## config.mk

```make
export PLATFORM = sky130hd
export DESIGN_NAME = imem_loader_flat
export DESIGN_NICKNAME = d
export VERILOG_FILES = /design/src/rtl/cpu_pkg.sv /design/src/rtl/imem_loader_if.sv /design/src/rtl/byte_to_word_packer.sv /design/src/rtl/imem_loader.sv /design/src/flat_wrapper.sv
export SDC_FILE = /design/constraint.sdc
export NUM_CORES = 1
export LEC_CHECK = 0
export ABC_CLOCK_PERIOD_IN_PS = 2950
export BUFFER_PORTS_ARGS = -buffer_cell sky130_fd_sc_hd__buf_4
export CAP_MARGIN = 20
export CORE_ASPECT_RATIO = 0.6
export CORE_MARGIN = 10
export CORE_UTILIZATION = 57
export CTS_CLUSTER_DIAMETER = 150
export CTS_CLUSTER_SIZE = 25
export DETAILED_ROUTE_END_ITERATION = 7
export PLACE_DENSITY_LB_ADDON = 0.05
export SYNTH_ARGS = -nofsm -noshare
export SYNTH_HDL_FRONTEND = slang
export SYNTH_HIERARCHICAL = 1
export SYNTH_SLANG_ARGS = --single-unit
```

## constraint.sdc

```tcl
create_clock -name clk -period 2.95 [get_ports clk]
set_input_delay 0.1475 -clock clk [delete_from_list [all_inputs] [get_ports clk]]
set_output_delay 0.1475 -clock clk [all_outputs]
set_load 0.01 [all_outputs]
```

## src/rtl/cpu_pkg.sv

```systemverilog
// Shared CPU definitions: word width, default instruction memory depth and the
// program loader state encoding.
package cpu_pkg;

  localparam int WORD_W             = 32;
  localparam int IMEM_DEPTH_DEFAULT = 256;

  typedef enum logic [2:0] {
    LEN_HI,
    LEN_LO,
    DATA,
    CHK,
    DONE,
    ERROR
  } loader_state_e;

endpackage

```

## src/rtl/imem_loader_if.sv

```systemverilog
// Byte stream into the program loader.
// Handshake: a byte transfers on a rising clk edge where in_valid and in_ready
// are both high; in_data is don't-care on any other cycle.
interface imem_loader_if;

  logic       in_valid;
  logic [7:0] in_data;
  logic       in_ready;

  modport master (output in_valid, output in_data, input  in_ready);
  modport slave  (input  in_valid, input  in_data, output in_ready);

endinterface

```

## src/rtl/byte_to_word_packer.sv

```systemverilog
// Packs accepted bytes MSB-first into 32-bit words; word_valid pulses
// combinationally with the byte that completes each word.
module byte_to_word_packer
  import cpu_pkg::*;
(
  input  logic              clk,
  input  logic              rst,
  input  logic              clear,
  input  logic              byte_valid,
  input  logic [7:0]        byte_data,
  output logic              word_valid,
  output logic [WORD_W-1:0] word
);

  logic [23:0] shift_q;
  logic [1:0]  idx_q;

  always_ff @(posedge clk or negedge rst) begin
    if (!rst) begin
      shift_q <= '0;
      idx_q   <= '0;
    end else if (clear) begin
      idx_q <= '0;
    end else if (byte_valid) begin
      shift_q <= {shift_q[15:0], byte_data};
      idx_q   <= idx_q + 2'd1;
    end
  end

  assign word_valid = byte_valid && (idx_q == 2'd3);
  assign word       = {shift_q, byte_data};

endmodule

```

## src/rtl/imem_loader.sv

```systemverilog
// Boot-time program loader: length-prefixed byte frame -> instruction memory
// writes, holding the core in reset until a good image is in place.
// Define IMEM_LOADER_CHECKSUM_EN to require a trailing XOR checksum byte.
module imem_loader
  import cpu_pkg::*;
#(
  parameter int IMEM_DEPTH = IMEM_DEPTH_DEFAULT,
  parameter int ADDR_W     = $clog2(IMEM_DEPTH)
) (
  input  logic                clk,
  input  logic                rst,
  input  logic                start,
  imem_loader_if.slave        bs,
  output logic                imem_we,
  output logic [ADDR_W-1:0]   imem_waddr,
  output logic [WORD_W-1:0]   imem_wdata,
  output logic                core_hold,
  output logic                done,
  output logic                error,
  output logic [ADDR_W:0]     words_loaded,
  output loader_state_e       dbg_state
);

  localparam int CNT_W = ADDR_W + 1;

  loader_state_e      state_q;
  logic               in_ready_q;
  logic               imem_we_q;
  logic [ADDR_W-1:0]  imem_waddr_q;
  logic [WORD_W-1:0]  imem_wdata_q;
  logic               core_hold_q;
  logic               done_q;
  logic               error_q;
  logic [CNT_W-1:0]   words_loaded_q;
  logic [CNT_W-1:0]   len_q;
  logic [7:0]         len_hi_q;
`ifdef IMEM_LOADER_CHECKSUM_EN
  logic [7:0]         xor_q;
`endif

  logic               accept;
  logic [15:0]        n_word;
  logic [CNT_W-1:0]   words_next;
  logic               pk_clear;
  logic               pk_valid;
  logic               pk_word_valid;
  logic [WORD_W-1:0]  pk_word;

  assign accept     = bs.in_valid && in_ready_q;
  assign n_word     = {len_hi_q, bs.in_data};
  assign words_next = words_loaded_q + CNT_W'(1);
  assign pk_clear   = accept && (state_q == LEN_LO);
  assign pk_valid   = accept && (state_q == DATA);

  byte_to_word_packer u_packer (
    .clk        (clk),
    .rst        (rst),
    .clear      (pk_clear),
    .byte_valid (pk_valid),
    .byte_data  (bs.in_data),
    .word_valid (pk_word_valid),
    .word       (pk_word)
  );

  // done/core_hold follow entry into DONE by one cycle, so the core is only
  // released after the final memory write has committed.
  always_ff @(posedge clk or negedge rst) begin
    if (!rst) begin
      state_q        <= LEN_HI;
      in_ready_q     <= 1'b1;
      imem_we_q      <= 1'b0;
      imem_waddr_q   <= '0;
      imem_wdata_q   <= '0;
      core_hold_q    <= 1'b1;
      done_q         <= 1'b0;
      error_q        <= 1'b0;
      words_loaded_q <= '0;
      len_q          <= '0;
      len_hi_q       <= '0;
`ifdef IMEM_LOADER_CHECKSUM_EN
      xor_q          <= '0;
`endif
    end else begin
      imem_we_q <= 1'b0;
      case (state_q)
        LEN_HI: begin
          if (accept) begin
            len_hi_q <= bs.in_data;
            state_q  <= LEN_LO;
          end
        end
        LEN_LO: begin
          if (accept) begin
            if (n_word == 16'd0) begin
              state_q    <= DONE;
              in_ready_q <= 1'b0;
            end else if (n_word > 16'(IMEM_DEPTH)) begin
              state_q    <= ERROR;
              in_ready_q <= 1'b0;
            end else begin
              len_q          <= CNT_W'(n_word);
              words_loaded_q <= '0;
`ifdef IMEM_LOADER_CHECKSUM_EN
              xor_q          <= '0;
`endif
              state_q        <= DATA;
            end
          end
        end
        DATA: begin
`ifdef IMEM_LOADER_CHECKSUM_EN
          if (accept) xor_q <= xor_q ^ bs.in_data;
`endif
          if (pk_word_valid) begin
            imem_we_q      <= 1'b1;
            imem_waddr_q   <= words_loaded_q[ADDR_W-1:0];
            imem_wdata_q   <= pk_word;
            words_loaded_q <= words_next;
            if (words_next == len_q) begin
`ifdef IMEM_LOADER_CHECKSUM_EN
              state_q    <= CHK;
`else
              state_q    <= DONE;
              in_ready_q <= 1'b0;
`endif
            end
          end
        end
`ifdef IMEM_LOADER_CHECKSUM_EN
        CHK: begin
          if (accept) begin
            in_ready_q <= 1'b0;
            state_q    <= (bs.in_data == xor_q) ? DONE : ERROR;
          end
        end
`endif
        DONE: begin
          if (start) begin
            state_q        <= LEN_HI;
            in_ready_q     <= 1'b1;
            core_hold_q    <= 1'b1;
            done_q         <= 1'b0;
            error_q        <= 1'b0;
            words_loaded_q <= '0;
          end else begin
            done_q      <= 1'b1;
            core_hold_q <= 1'b0;
          end
        end
        ERROR: begin
          if (start) begin
            state_q        <= LEN_HI;
            in_ready_q     <= 1'b1;
            core_hold_q    <= 1'b1;
            done_q         <= 1'b0;
            error_q        <= 1'b0;
            words_loaded_q <= '0;
          end else begin
            error_q <= 1'b1;
          end
        end
        default: begin
          state_q    <= LEN_HI;
          in_ready_q <= 1'b1;
        end
      endcase
    end
  end

  assign bs.in_ready  = in_ready_q;
  assign imem_we      = imem_we_q;
  assign imem_waddr   = imem_waddr_q;
  assign imem_wdata   = imem_wdata_q;
  assign core_hold    = core_hold_q;
  assign done         = done_q;
  assign error        = error_q;
  assign words_loaded = words_loaded_q;
  assign dbg_state    = state_q;

endmodule

```

## src/flat_wrapper.sv

```systemverilog
// flat-port wrapper written by rule: the top's interface ports become plain ports
module imem_loader_flat import cpu_pkg::*;
#(
  parameter int IMEM_DEPTH = IMEM_DEPTH_DEFAULT,
  parameter int ADDR_W     = $clog2(IMEM_DEPTH)
)
  (clk, rst, start, imem_we, imem_waddr, imem_wdata, core_hold, done, error, words_loaded, dbg_state, bs_in_valid, bs_in_data, bs_in_ready);
  imem_loader_if bs_i ();
  input  logic clk;
  input  logic rst;
  input  logic start;
  output logic imem_we;
  output logic [ADDR_W-1:0] imem_waddr;
  output logic [WORD_W-1:0] imem_wdata;
  output logic core_hold;
  output logic done;
  output logic error;
  output logic [ADDR_W:0] words_loaded;
  output loader_state_e dbg_state;
  input wire logic [$bits(bs_i.in_valid)-1:0] bs_in_valid;
  input wire logic [$bits(bs_i.in_data)-1:0] bs_in_data;
  output wire logic [$bits(bs_i.in_ready)-1:0] bs_in_ready;
  assign bs_i.in_valid = bs_in_valid;
  assign bs_i.in_data = bs_in_data;
  assign bs_in_ready = bs_i.in_ready;
  imem_loader #(.IMEM_DEPTH(IMEM_DEPTH), .ADDR_W(ADDR_W)) u_core (.clk(clk), .rst(rst), .start(start), .bs(bs_i), .imem_we(imem_we), .imem_waddr(imem_waddr), .imem_wdata(imem_wdata), .core_hold(core_hold), .done(done), .error(error), .words_loaded(words_loaded), .dbg_state(dbg_state));
endmodule
```

# After elaboration in Yosys (flattened, before gate mapping)
# Cells that the tools add are included.
[totals] register_bits=100 output_inout_bits=57
[op_classes] addsub=2 magnitude_cmp=1 eq_ne=16 n_mux=31 bitwise_logic=4 reduce_logical=19
[op_table] cell="$mux 9" n=5
[op_table] cell="$pmux 9 s3" n=1
[op_table] cell="$mux 3" n=7
[op_table] cell="$gt 16x9->1 const B" n=1
[op_table] cell="$logic_not 16->1" n=1
[op_table] cell="$pmux 3 s4" n=1
[op_table] cell="$reduce_and 6->1" n=2
[op_table] cell="$mux 1" n=11
[op_table] cell="$ne 2x2->1 const B" n=5
[op_table] cell="$reduce_and 2->1" n=5
[op_table] cell="$add 9x1->9 const B" n=1
[op_table] cell="$eq 9x9->1" n=1
[op_table] cell="$ne 2x1->1 const B" n=4
[op_table] cell="$eq 3x3->1 const B" n=2
[op_table] cell="$pmux 1 s2" n=3
[op_table] cell="$reduce_and 5->1" n=1
[op_table] cell="$logic_and 1x1->1" n=4
[op_table] cell="$mux 2" n=2
[op_table] cell="$not 1->1" n=4
[op_table] cell="$pmux 1 s4" n=1
[op_table] cell="$reduce_and 4->1" n=1
[op_table] cell="$reduce_bool 2->1" n=2
[op_table] cell="$eq 3x1->1 const B" n=1
[op_table] cell="$eq 3x2->1 const B" n=1
[op_table] cell="other kinds (6)" n=6

# Logic depth before layout (Yosys ltp)
# Gate-level depths: netlist of run 1.
[depth] depth_word=5 ltp_mapped=11 depth_no_buf=9

# Cells and area by module
# The synthesis of run 1 kept the hierarchy.
[modules_own_cells] mod="imem_loader" instances=1 cells_per_inst=348 area_each_um2=3343.2 seq_area_each_um2=1854.3
[modules_own_cells] mod="byte_to_word_packer" instances=1 cells_per_inst=68 area_each_um2=1167.4 seq_area_each_um2=650.6

# Worst setup path before layout of run 1
# No wires, ideal clock.
[synth_path] path_kind="register to register" startpoint="reg u_core.in_ready_q, in the netlist u_core/bs.in_ready" endpoint="reg u_core.len_q[6]" setup_ns=0.125 t_arrival_ns=2.103 slack_ns=0.723 path_stages_with_launch=8 n_path_buf=3 synth_period_minus_slack_ns=2.227 cell_sequence="dfstp_2 -> clkbuf_1 -> nand2_1 -> nor3_1 -> a21bo_2 -> buf_4 -> buf_2 -> mux2_2"
[synth_via] elab_chain_len=2
[synth_lines] element="from (decl)" line_no="imem_loader.sv:27" source="logic in_ready_q;"
[synth_lines] element="from (signal assigned)" line_no="imem_loader.sv:70" source="in_ready_q <= 1'b1;"
[synth_lines] element="from (signal assigned)" line_no="imem_loader.sv:96" source="in_ready_q <= 1'b0;"
[synth_lines] element="from (signal assigned)" line_no="imem_loader.sv:99" source="in_ready_q <= 1'b0;"
[synth_lines] element="$logic_and 1x1->1" line_no="imem_loader.sv:49" source="assign accept = bs.in_valid && in_ready_q;"
[synth_lines] element="$reduce_and 4->1 (no source line)"
[synth_lines] element="to (signal assigned)" line_no="imem_loader.sv:101" source="len_q <= CNT_W'(n_word);"
[synth_lines] element="to (decl)" line_no="imem_loader.sv:35" source="logic [CNT_W-1:0] len_q;"
# Every way passes these cells.
# A chain may end at the register's enable or synchronous reset.

# Final worst setup path of run 1
[layout_path] startpoint="reg u_core.words_loaded_q[0], in the netlist u_core/words_loaded[0]" endpoint="reg u_core.state_q[2], in the netlist u_core/dbg_state[2]"
[layout_via] elab_chain_len=4
[layout_lines] element="from (decl)" line_no="imem_loader.sv:34" source="logic [CNT_W-1:0] words_loaded_q;"
[layout_lines] element="from (signal assigned)" line_no="imem_loader.sv:118" source="words_loaded_q <= words_next;"
[layout_lines] element="$add 9x1->9" line_no="imem_loader.sv:51" source="assign words_next = words_loaded_q + CNT_W'(1);"
[layout_lines] element="$eq 9x9->1" line_no="imem_loader.sv:119" source="if (words_next == len_q) begin"
[layout_lines] element="$ne 2x2->1 (no source line)"
[layout_lines] element="$reduce_and 5->1 (no source line)"
[layout_lines] element="to (signal assigned)" line_no="imem_loader.sv:69" source="state_q <= LEN_HI;"
[layout_lines] element="to (signal assigned)" line_no="imem_loader.sv:123" source="state_q <= DONE;"
[layout_lines] element="to (signal assigned)" line_no="imem_loader.sv:139" source="state_q <= LEN_HI;"
[layout_lines] element="to (decl)" line_no="imem_loader.sv:26" source="loader_state_e state_q;"
# Every way passes these cells.

==> summary.txt, run 1 <==
Clocking
  – Max clock buf depth: 2
  – Cts hold-fix bufs: 1
  – H-tree depth: 3
  – Post-cts sizing count: 0
  – Root buffer cell: clkbuf_16
  – CTS Buf Count: 9
  – Clock net sink count: 100
  – Setup Buffers After CTS: 0
  – Clock slew at reported path FFs: 0.07 ns
  – Skew-Pair Late Insertion Delay: 0.34 ns
  – CTS tree: done

Timing
  – Slew @ Worst Pin: roughly 0.83 ns
  – Tcrit/Tclk final: about four fifths
  – Setup violations, final: 0
  – Max frequency: between 400 and 500 MHz
  – Min Tclk post-route: approximately 2.4 ns
  – Fin. max-slew vios: 0
  – Fin. Hold Viols: 0
  – Final setup TNS: 0 ns
  – Slew margin rel.: 44.4%
  – RSZ-0062 raised after global routing: false
  – Clock Skew: 0.00558 ns

Layout
  – Area grow syn2layout: 18.0%
  – Fillcell total: 590
  – Fin util: just under 70%
  – Commonest non-fill, non-tap cells in the layout: nand2_1, dfrtp_1, buf_4
  – Most common cell after layout, fill and taps aside: nand2_1
  – Sequential Area: 2500 sq um
  – N_diodes: 0
  – Layout cells sized above 1: approximately 30%
  – Multi-input logic area: around 1800 sq um
  – NumNets Final: approximately 490

Die
  – Die width: between 100 and 150 um
  – Die Y: 88.9 um
  – Core ar.: between 7000 and 8000 sq um
  – Row cnt: 25
  – Ports: approximately 70
  – Die area: between 10000 and 15000 sq um
  – Starting Density: 57.9%

Yosys
  – Post-synth ARST share: 100%
  – Post-synth EDFFs: 0
  – Register bit count reported by yosys: 100
  – Mapped Cells: 416
  – Synth Cell Area: 4510 sq um
  – Yosys warns: 6
  – Syn_nets: 430
  – Seq/Total Area, Yosys: a little under three fifths
  – Leading area contributor after synthesis: dfrtp_1
  – Post-synth top area share: 54.4%
  – Dominant cells by area after synthesis: dfrtp_1, nand2_1, mux2_4, mux2_2, xnor2_1
  – Syn avg cell area: between 10 and 15 sq um
  – Ys flop type: dfrtp_1
  – Post-synth cell types: 50

Power
  – Psw: 1440 uW
  – Sw Ratio: between 30% and 40%
  – Clk pwr share: 24.6%
  – Logic pwr share: between 20% and 30%
  – Leakage: between 0.002 and 0.003 uW
  – Maximum vdd drop: 0.000365 V
  – Pwr/cell area: around 890 nW/um^2
  – Pint: between 3000 and 4000 uW
  – Seq pwr share: a little under 50%
  – Design Power: between 4000 and 5000 uW

Setup path
  – Reg2reg path depth: 6
  – CP Capture Type: flip-flop
  – Crit Path Class: flip-flop to flip-flop
  – Maximum fanout along the worst path: 8
  – Req. time, crit path: about 3.2 ns
  – Critical Path Source Type: flip-flop
  – Worst EP arrival: around 2.7 ns

Drt
  – First-pass iteration count of the detailed router: 4
  – WL per Instance: around 17 um
  – Vias per cell: 5.36
  – Antenna viol nets, final: 0
  – Vias: around 3100
  – Total Wirelength: slightly above 10 mm
  – # DRC: 0
  – DRT iter0 DRCs: a little over 300

GRT
  – Tot GR Track Use: 17.7%
  – Global route overflow: 0
  – First-pass GRT wire length: 16.7 mm
  – Largest net degree at the start of global routing: 55
  – Initial antenna violation count: 0
  – Vias in the first global route: around 3100

Placement
  – Port Buffers: 68
  – Post-DP HPWL: approximately 7.0 mm
  – Placer Congestion: a little over 0.8

Hold path
  – Hold path cells: 2
  – Hold Crit Class: primary input to flip-flop

Run status
  – Status: finished, final reports clean

Run
  – Max Cap Viol: 0
[per-layer routing]
metal,track usage [%],share of wire (%),up-vias
met4,5.21,0.50,0
met3,5.39,6.1,4
met1,25.4,50,1554
li1,-,-,1509
met2,24.9,43,81
met5,0,0,-
[sequential cells by signal (all words and copies together), names as in the netlist]
name / cells
u_core/imem_waddr: 8
u_core/core_hold: 1
u_core/u_packer/idx_q: 2
u_core/bs.in_ready: 1
u_core/imem_wdata: 32
u_core/len_hi_q: 8
u_core/dbg_state: 3
u_core/done: 1
u_core/error: 1
u_core/imem_we: 1
u_core/words_loaded: 9
u_core/u_packer/shift_q: 24
u_core/len_q: 9
[power by group through the flow]
stage,registers [uW],clock network (uW),logic (uW)
floorplan,2290,0,661
global placement,2270,0,1280
detailed placement,2300,0,1310
CTS,2280,1190,1320
global route,2360,1260,1430
finish,2280,1160,1300
[path summary, 6_finish.rpt]
path	end	slack [ns]	from
worst max-delay path	u_core/dbg_state[2]$_DFFE_PN0P_	0.57	u_core/words_loaded[0]$_DFFE_PN0P_
worst min-delay path	u_core/error$_DFFE_PN0P_	0.03	start
worst max register to register	u_core/dbg_state[2]$_DFFE_PN0P_	0.57	u_core/words_loaded[0]$_DFFE_PN0P_
worst min register to register	u_core/imem_wdata[1]$_DFFE_PN0P_	0.48	u_core/imem_wdata[1]$_DFFE_PN0P_
max in group asynchronous	u_core/core_hold$_DFFE_PN1P_	1.75	rst
min in group asynchronous	u_core/imem_wdata[27]$_DFFE_PN0P_	0.38	rst
[cells in the mapped netlist (2+ instances only)]
cell	instances
nand2_1	132
xnor2_1	9
inv_1	5
o21a_1	2
a21o_1	2
dfstp_2	2
mux2i_1	4
nor2_1	16
mux2_2	21
a21boi_0	2
ha_1	2
clkbuf_1	7
o2111ai_1	2
nand4_1	4
a21oi_1	12
buf_2	8
buf_12	2
a22o_1	3
xor2_1	3
nand3_1	3
dfrtp_1	98
nor3_1	10
or4_1	2
o211ai_1	2
o21ai_0	6
mux2_4	20
buf_4	10
nor4_1	5
[logic make-up after synthesis]
group           after synthesis  share of synthesized area (%)
simple gates                185                           17.9
fa+ha+maj                     2                          0.555
flops                       100                           55.5
buf+inv                      33                           4.69
mux                          45                           12.8
compound gates               39                           6.21
xor+xnor                     12                           2.33
[cell type report]
cell class / instances / share of cell area [%]
well taps: 108 / 2.54
flip-flops and latches: 100 / 47.1
clock inverters: 4 / 0.941
clock buffers: 11 / 4.56
repair buffers: 76 / 10.8
multi-input cells: 283 / 33.8
inverters: 5 / 0.353
[critical path, cell delays in order, from the launching register on]
cell and delay, ns:
dfrtp_1 0.49, ha_1 0.34, nand3_1 0.22, nor3_1 0.45
xnor2_1 0.19, a2111oi_4 0.41, a22o_1 0.21
[stage by stage]
stage          instance area (sq um)  hold slack (ns)  cells  setup WS [ns]
2_1_floorplan                   4510           -0.148    416          0.723
3_3_place_gp                    5020            0.228    571          0.758
3_5_place_dp                    5020            0.232    571          0.647
4_1_cts                         5320           0.0107    587          0.616
5_1_grt                         5320           0.0349    587          0.346
6_report                        5320           0.0253    587          0.574
Note: power is estimated with default switching activity, not from simulation.
==> run 2: changes to the inputs <==
--- a/config.mk
+++ b/config.mk
@@ -5,7 +5,7 @@
 export SDC_FILE = /design/constraint.sdc
 export NUM_CORES = 1
 export LEC_CHECK = 0
-export ABC_CLOCK_PERIOD_IN_PS = 2950
+export ABC_CLOCK_PERIOD_IN_PS = 2200
 export BUFFER_PORTS_ARGS = -buffer_cell sky130_fd_sc_hd__buf_4
 export CAP_MARGIN = 20
 export CORE_ASPECT_RATIO = 0.6
==> constraint.sdc (replaced) <==
create_clock -name clk -period 2.2 [get_ports clk]
set_input_delay 0.11 -clock clk [delete_from_list [all_inputs] [get_ports clk]]
set_output_delay 0.11 -clock clk [all_outputs]
set_load 0.01 [all_outputs]
==> summary.txt, run 2 (synthesized netlist as in run 1, its figures left out) <==
Power
  – Pwr/cell area: between 1000 and 1500 nW/um^2
  – Leakage: ~0.0028 uW
  – Design Power: roughly 6600 uW
  – Maximum vdd drop: between 0.0008 and 0.0009 V

Layout
  – NumNets Final: 501
  – Commonest non-fill, non-tap cells in the layout: nand2_1, dfrtp_1, buf_4
  – Most common cell after layout, fill and taps aside: nand2_1
  – N_diodes: 0
  – Fin util: 70.7%
  – Final instance area: approximately 5500 sq um
  – Area grow syn2layout: 22.1%
  – Number of flip-flops in the largest register: 32
  – Layout cells sized above 1: 32.1%

Setup path
  – Worst EP arrival: 2.24 ns
  – Req. time, crit path: approximately 2.4 ns
  – CP max stage cell: or4b_4
  – CP Cell Sequence: nand3_2, o21a_1, or4b_4, a2111oi_4, o21ai_0
  – Crit Path Class: flip-flop to flip-flop
  – Slowest stage delay, CP: 0.54 ns
  – Maximum fanout along the worst path: 6
  – Critical Path Source Type: flip-flop
  – CP Capture Type: flip-flop

Timing
  – Fin. max-slew vios: 0
  – Max frequency: between 400 and 500 MHz
  – Min Tclk post-route: 2.04 ns
  – RSZ-0062 raised after global routing: false
  – Clock Skew: 0.00637 ns
  – Hold_ws: approximately 0.024 ns
  – Setup violations, final: 0
  – Final setup TNS: 0 ns
  – Slew margin rel.: 53.5%
  – Tcrit/Tclk final: around 93%
  – Slew @ Worst Pin: 0.697 ns
  – Fin. Hold Viols: 0

Drt
  – Total Wirelength: approximately 11 mm
  – DRT iter0 DRCs: approximately 270
  – DRT met1 WL: ~5.1 mm
  – Wire length on met3: 845 um
  – First-pass iteration count of the detailed router: 4
  – WL per Instance: roughly 18 um
  – # DRC: 0
  – Met2 wire length: 4.56 mm
  – Antenna viol nets, final: 0
  – Vias per cell: between 5 and 6
  – Vias: around 3200
  – Top sig layer: met4

Clocking
  – Clock net sink count: 100
  – Root buffer cell: clkbuf_16
  – Max clock buf depth: 2
  – CTS tree: done
  – Setup Buffers After CTS: 0
  – Skew-Pair Late Insertion Delay: 0.34 ns
  – CTS Buf Count: 9
  – H-tree depth: 3
  – Clock slew at reported path FFs: 0.07 ns

GRT
  – Global route overflow: 0
  – Largest net degree at the start of global routing: 55
  – Vias in the first global route: 3321
  – Tot GR Track Use: a little under a fifth
  – First-pass GRT wire length: around 17 mm
  – Initial antenna violation count: 0

Die
  – Core ar.: about 8000 sq um
  – Row cnt: 25
  – Die Y: between 80 and 90 um
  – Ports: 69
  – Die width: 135 um
  – Die area: roughly 12000 sq um
  – Starting Density: between 50% and 60%

Hold path
  – Hold Crit Class: primary input to flip-flop

Placement
  – Port Buffers: between 60 and 70
  – Dpl cell area: ~5100 sq um
  – Placer Congestion: 0.854
  – Post-DP HPWL: ~7.4 mm

Run status
  – Status: finished, final reports clean

Run
  – Max Cap Viol: 0
[run 2: worst paths after layout]
kind | depth (start not counted) | end | start | slack, ns
worst max-delay path | 5 | u_core/dbg_state[1]$_DFFE_PN0P_ | u_core/words_loaded[1]$_DFFE_PN0P_ | 0.16
worst min-delay path | 3 | u_core/imem_wdata[5]$_DFFE_PN0P_ | bs_in_data[5] | 0.02
worst max register to register | 5 | u_core/dbg_state[1]$_DFFE_PN0P_ | u_core/words_loaded[1]$_DFFE_PN0P_ | 0.16
worst min register to register | 2 | u_core/imem_waddr[6]$_DFFE_PN0P_ | u_core/imem_waddr[6]$_DFFE_PN0P_ | 0.47
max in group asynchronous | 3 | u_core/len_hi_q[4]$_DFFE_PN0P_ | rst | 1.19
min in group asynchronous | 2 | u_core/imem_wdata[25]$_DFFE_PN0P_ | rst | 0.36
[run 2: cell type report]
type                       count  area [sq um]
clock buffer                  10           239
timing repair buffer          88           703
fill                         595          2280
multi-input combinational    283          1810
sequential                   100          2510
tap                          108           135
clock inverter                 6          95.1
inverter                       5          18.8
[run 2: through the flow]
stage,std cells,setup WS [ns]
after floorplan,416,0.0265
after global placement,582,0.170
after detailed placement,582,0.0543
after CTS,600,0.0408
after global routing,600,0.00756
final,600,0.159
[run 2: timing repair]
action,4_1_cts,5_1_grt
endpoints found under the hold margin,51,0
hold buffers,2,0
gates resized for setup,0,3
endpoints found under the setup margin,0,12
[run 2: metal layers]
metal / vias to the layer above / track usage [%]
li1: 1531 / -
met4: 0 / 4.23
met3: 5 / 7.46
met1: 1569 / 26.0
met2: 105 / 27.0
met5: - / 0
[run 2: power by group]
part,internal [uW],switching (uW),total [uW]
Sequential,2520,542,3070
Clock,1040,690,1730
Combinational,1030,766,1790
[run 2: critical path: cells and delay by family (launching register included)]
kind	cells	cell delay (ns)
AO/OA/AOI/OAI	3	0.80
AND/OR/NAND/NOR	2	0.65
flip-flops	1	0.45
==> run 3: changes to the inputs <==
--- a/config.mk
+++ b/config.mk
@@ -6,14 +6,14 @@
 export NUM_CORES = 1
 export LEC_CHECK = 0
 export ABC_CLOCK_PERIOD_IN_PS = 2200
-export BUFFER_PORTS_ARGS = -buffer_cell sky130_fd_sc_hd__buf_4
 export CAP_MARGIN = 20
 export CORE_ASPECT_RATIO = 0.6
 export CORE_MARGIN = 10
-export CORE_UTILIZATION = 57
+export CORE_UTILIZATION = 63
 export CTS_CLUSTER_DIAMETER = 150
 export CTS_CLUSTER_SIZE = 25
 export DETAILED_ROUTE_END_ITERATION = 7
+export DONT_BUFFER_PORTS = 1
 export PLACE_DENSITY_LB_ADDON = 0.05
 export SYNTH_ARGS = -nofsm -noshare
 export SYNTH_HDL_FRONTEND = slang
==> summary.txt, run 3 (synthesized netlist as in run 1, its figures left out) <==
Timing
  – Final setup TNS: 0 ns
  – Fin. Hold Viols: 100
  – Max frequency: 499 MHz
  – Fin. max-slew vios: 0
  – Min Tclk post-route: approximately 2 ns
  – Setup violations, final: 0
  – Hold_ws: -0.533 ns
  – Slew @ Worst Pin: between 0.8 and 0.9 ns
  – RSZ-0062 raised after global routing: false
  – Slew margin rel.: 46.3%
  – Tcrit/Tclk final: 91.0%
  – Clock Skew: 0.00771 ns

Layout
  – Area grow syn2layout: 10.9%
  – Layout cells sized above 1: about a fifth
  – NumNets Final: 443
  – N_diodes: 0
  – Most common cell after layout, fill and taps aside: nand2_1
  – Number of flip-flops in the largest register: 32
  – Final non-filler cell total: 520
  – Commonest non-fill, non-tap cells in the layout: nand2_1, dfrtp_1, mux2_2

Clocking
  – Clock slew at reported path FFs: 0.06 ns
  – H-tree depth: 3
  – CTS tree: done
  – Root buffer cell: clkbuf_16
  – Skew-Pair Late Insertion Delay: 0.34 ns
  – Cts hold-fix bufs: 9
  – CTS Buf Count: 9
  – Setup Buffers After CTS: 0
  – Clock net sink count: 100
  – Max clock buf depth: 2

Setup path
  – Worst EP arrival: approximately 2.3 ns
  – Reg2reg path depth: 7
  – R2R Setup Slk: between 0.15 and 0.2 ns
  – CP Capture Type: flip-flop
  – Crit path max-delay family: compound AO/OA/AOI/OAI gates
  – CP Cell Sequence: ha_1, and2_2, nand2_2, inv_1, a21oi_1, a22o_2, a21o_1
  – Crit Path Class: flip-flop to flip-flop
  – Reg2reg end: u_core/words_loaded[3]$_DFFE_PN0P_
  – Slowest stage delay, CP: 0.63 ns
  – Critical Path Source Type: flip-flop
  – CP max stage cell: a21oi_1
  – Req. time, crit path: 2.48 ns
  – Buf+Inv Stages, Crit Path: 1
  – RR Startpoint: u_core/u_packer/idx_q[0]$_DFFE_PN0P_
  – Maximum fanout along the worst path: 9

Drt
  – DRT iter0 DRCs: ~240
  – First-pass iteration count of the detailed router: 5
  – Vias: 3055
  – Antenna viol nets, final: 0
  – # DRC: 0
  – Total Wirelength: between 10 and 15 mm
  – WL per Instance: between 15 and 20 um
  – Vias per cell: a little under 6

Die
  – Core ar.: just under 7000 sq um
  – Die area: roughly 11000 sq um
  – Starting Density: between 60% and 70%
  – Die Y: 85.5 um
  – Die width: roughly 130 um
  – Row cnt: 23
  – Ports: 69

GRT
  – Vias in the first global route: slightly above 3000
  – First-pass GRT wire length: 16.8 mm
  – Initial antenna violation count: 0
  – Global route overflow: 0
  – Largest net degree at the start of global routing: 101
  – Tot GR Track Use: about a fifth

Power
  – Leakage: 0.00242 uW
  – Pwr/cell area: approximately 1200 nW/um^2
  – Maximum vdd drop: ~0.00068 V

Placement
  – Placer Congestion: 0.860
  – Post-DP HPWL: 6.71 mm
  – Placed insts: ~500
  – Port Buffers: 0

Run
  – Max Cap Viol: 0

Run status
  – Status: finished, violations left
  – Violated checks: negative hold slack

Hold path
  – Hold Crit Class: primary input to asynchronous set/reset pin
-- run 3: cell types whose count changed in the layout (fill, tap and decap cells not counted), sizes merged --
cell         before  now
dlygate4sd3       2    9
bufinv            2    1
buf              86   21
clkbuf           10   11
clkinvlp          0    2
clkinv            2    1
inv               7    5
-- run 3: timing repair --
action,CTS,global route
endpoints found under the setup margin,0,3
endpoints found under the hold margin,135,100
gates resized for setup,0,1
-- run 3: area by class of cell --
class	count	area (sq um)
Inverter	5	18.8
Timing Repair Buffer	30	273
Fill cell	488	1820
Multi-Input combinational cell	283	1800
Clock buffer	11	243
Clock inverter	4	50.0
Sequential cell	100	2500
Tap cell	87	109
-- run 3: where the power goes --
group | switching, uW | internal [uW]
Clock | 634 | 904
Combinational | 457 | 656
Sequential | 720 | 2530
-- run 3: worst max-delay path by stage --
stage	start	endpoint	slack, ns	depth (start not counted)
4_1_cts	u_core/words_loaded[1]$_DFFE_PN0P_	u_core/bs.in_ready$_DFFE_PN1P_	0.12	6
2_1_floorplan	u_core/bs.in_ready$_DFFE_PN1P_	u_core/imem_waddr[0]$_DFFE_PN0P_	0.03	10
6_report	u_core/u_packer/idx_q[0]$_DFFE_PN0P_	u_core/words_loaded[3]$_DFFE_PN0P_	0.20	7
5_1_grt	u_core/words_loaded[1]$_DFFE_PN0P_	u_core/bs.in_ready$_DFFE_PN1P_	0.01	6
3_5_place_dp	u_core/words_loaded[1]$_DFFE_PN0P_	u_core/bs.in_ready$_DFFE_PN1P_	0.14	6
3_3_place_gp	u_core/words_loaded[0]$_DFFE_PN0P_	u_core/bs.in_ready$_DFFE_PN1P_	0.25	6
-- run 3: layer usage --
metal  vias to the layer above  part of all wire, %  global-route usage, %
li1                       1417                    -                      -
met1                      1520                   46                   27.7
met2                       111                   42                   27.0
met3                         7                   11                   7.81
met4                         0                 0.57                   4.01
met5                         -                    0                      0
-- run 3: metrics by stage --
stage | utilization (%) | setup slack [ns] | instance area, sq um | total power [uW]
after floorplan | - | 0.0265 | 4520 | 3960
after global placement | 67.7 | 0.250 | 4620 | 4270
after detailed placement | 67.7 | 0.140 | 4620 | 4350
after CTS | 73.3 | 0.121 | 5000 | 5950
after global routing | 73.3 | 0.0110 | 5000 | 6270
final | 73.3 | 0.198 | 5000 | 5900
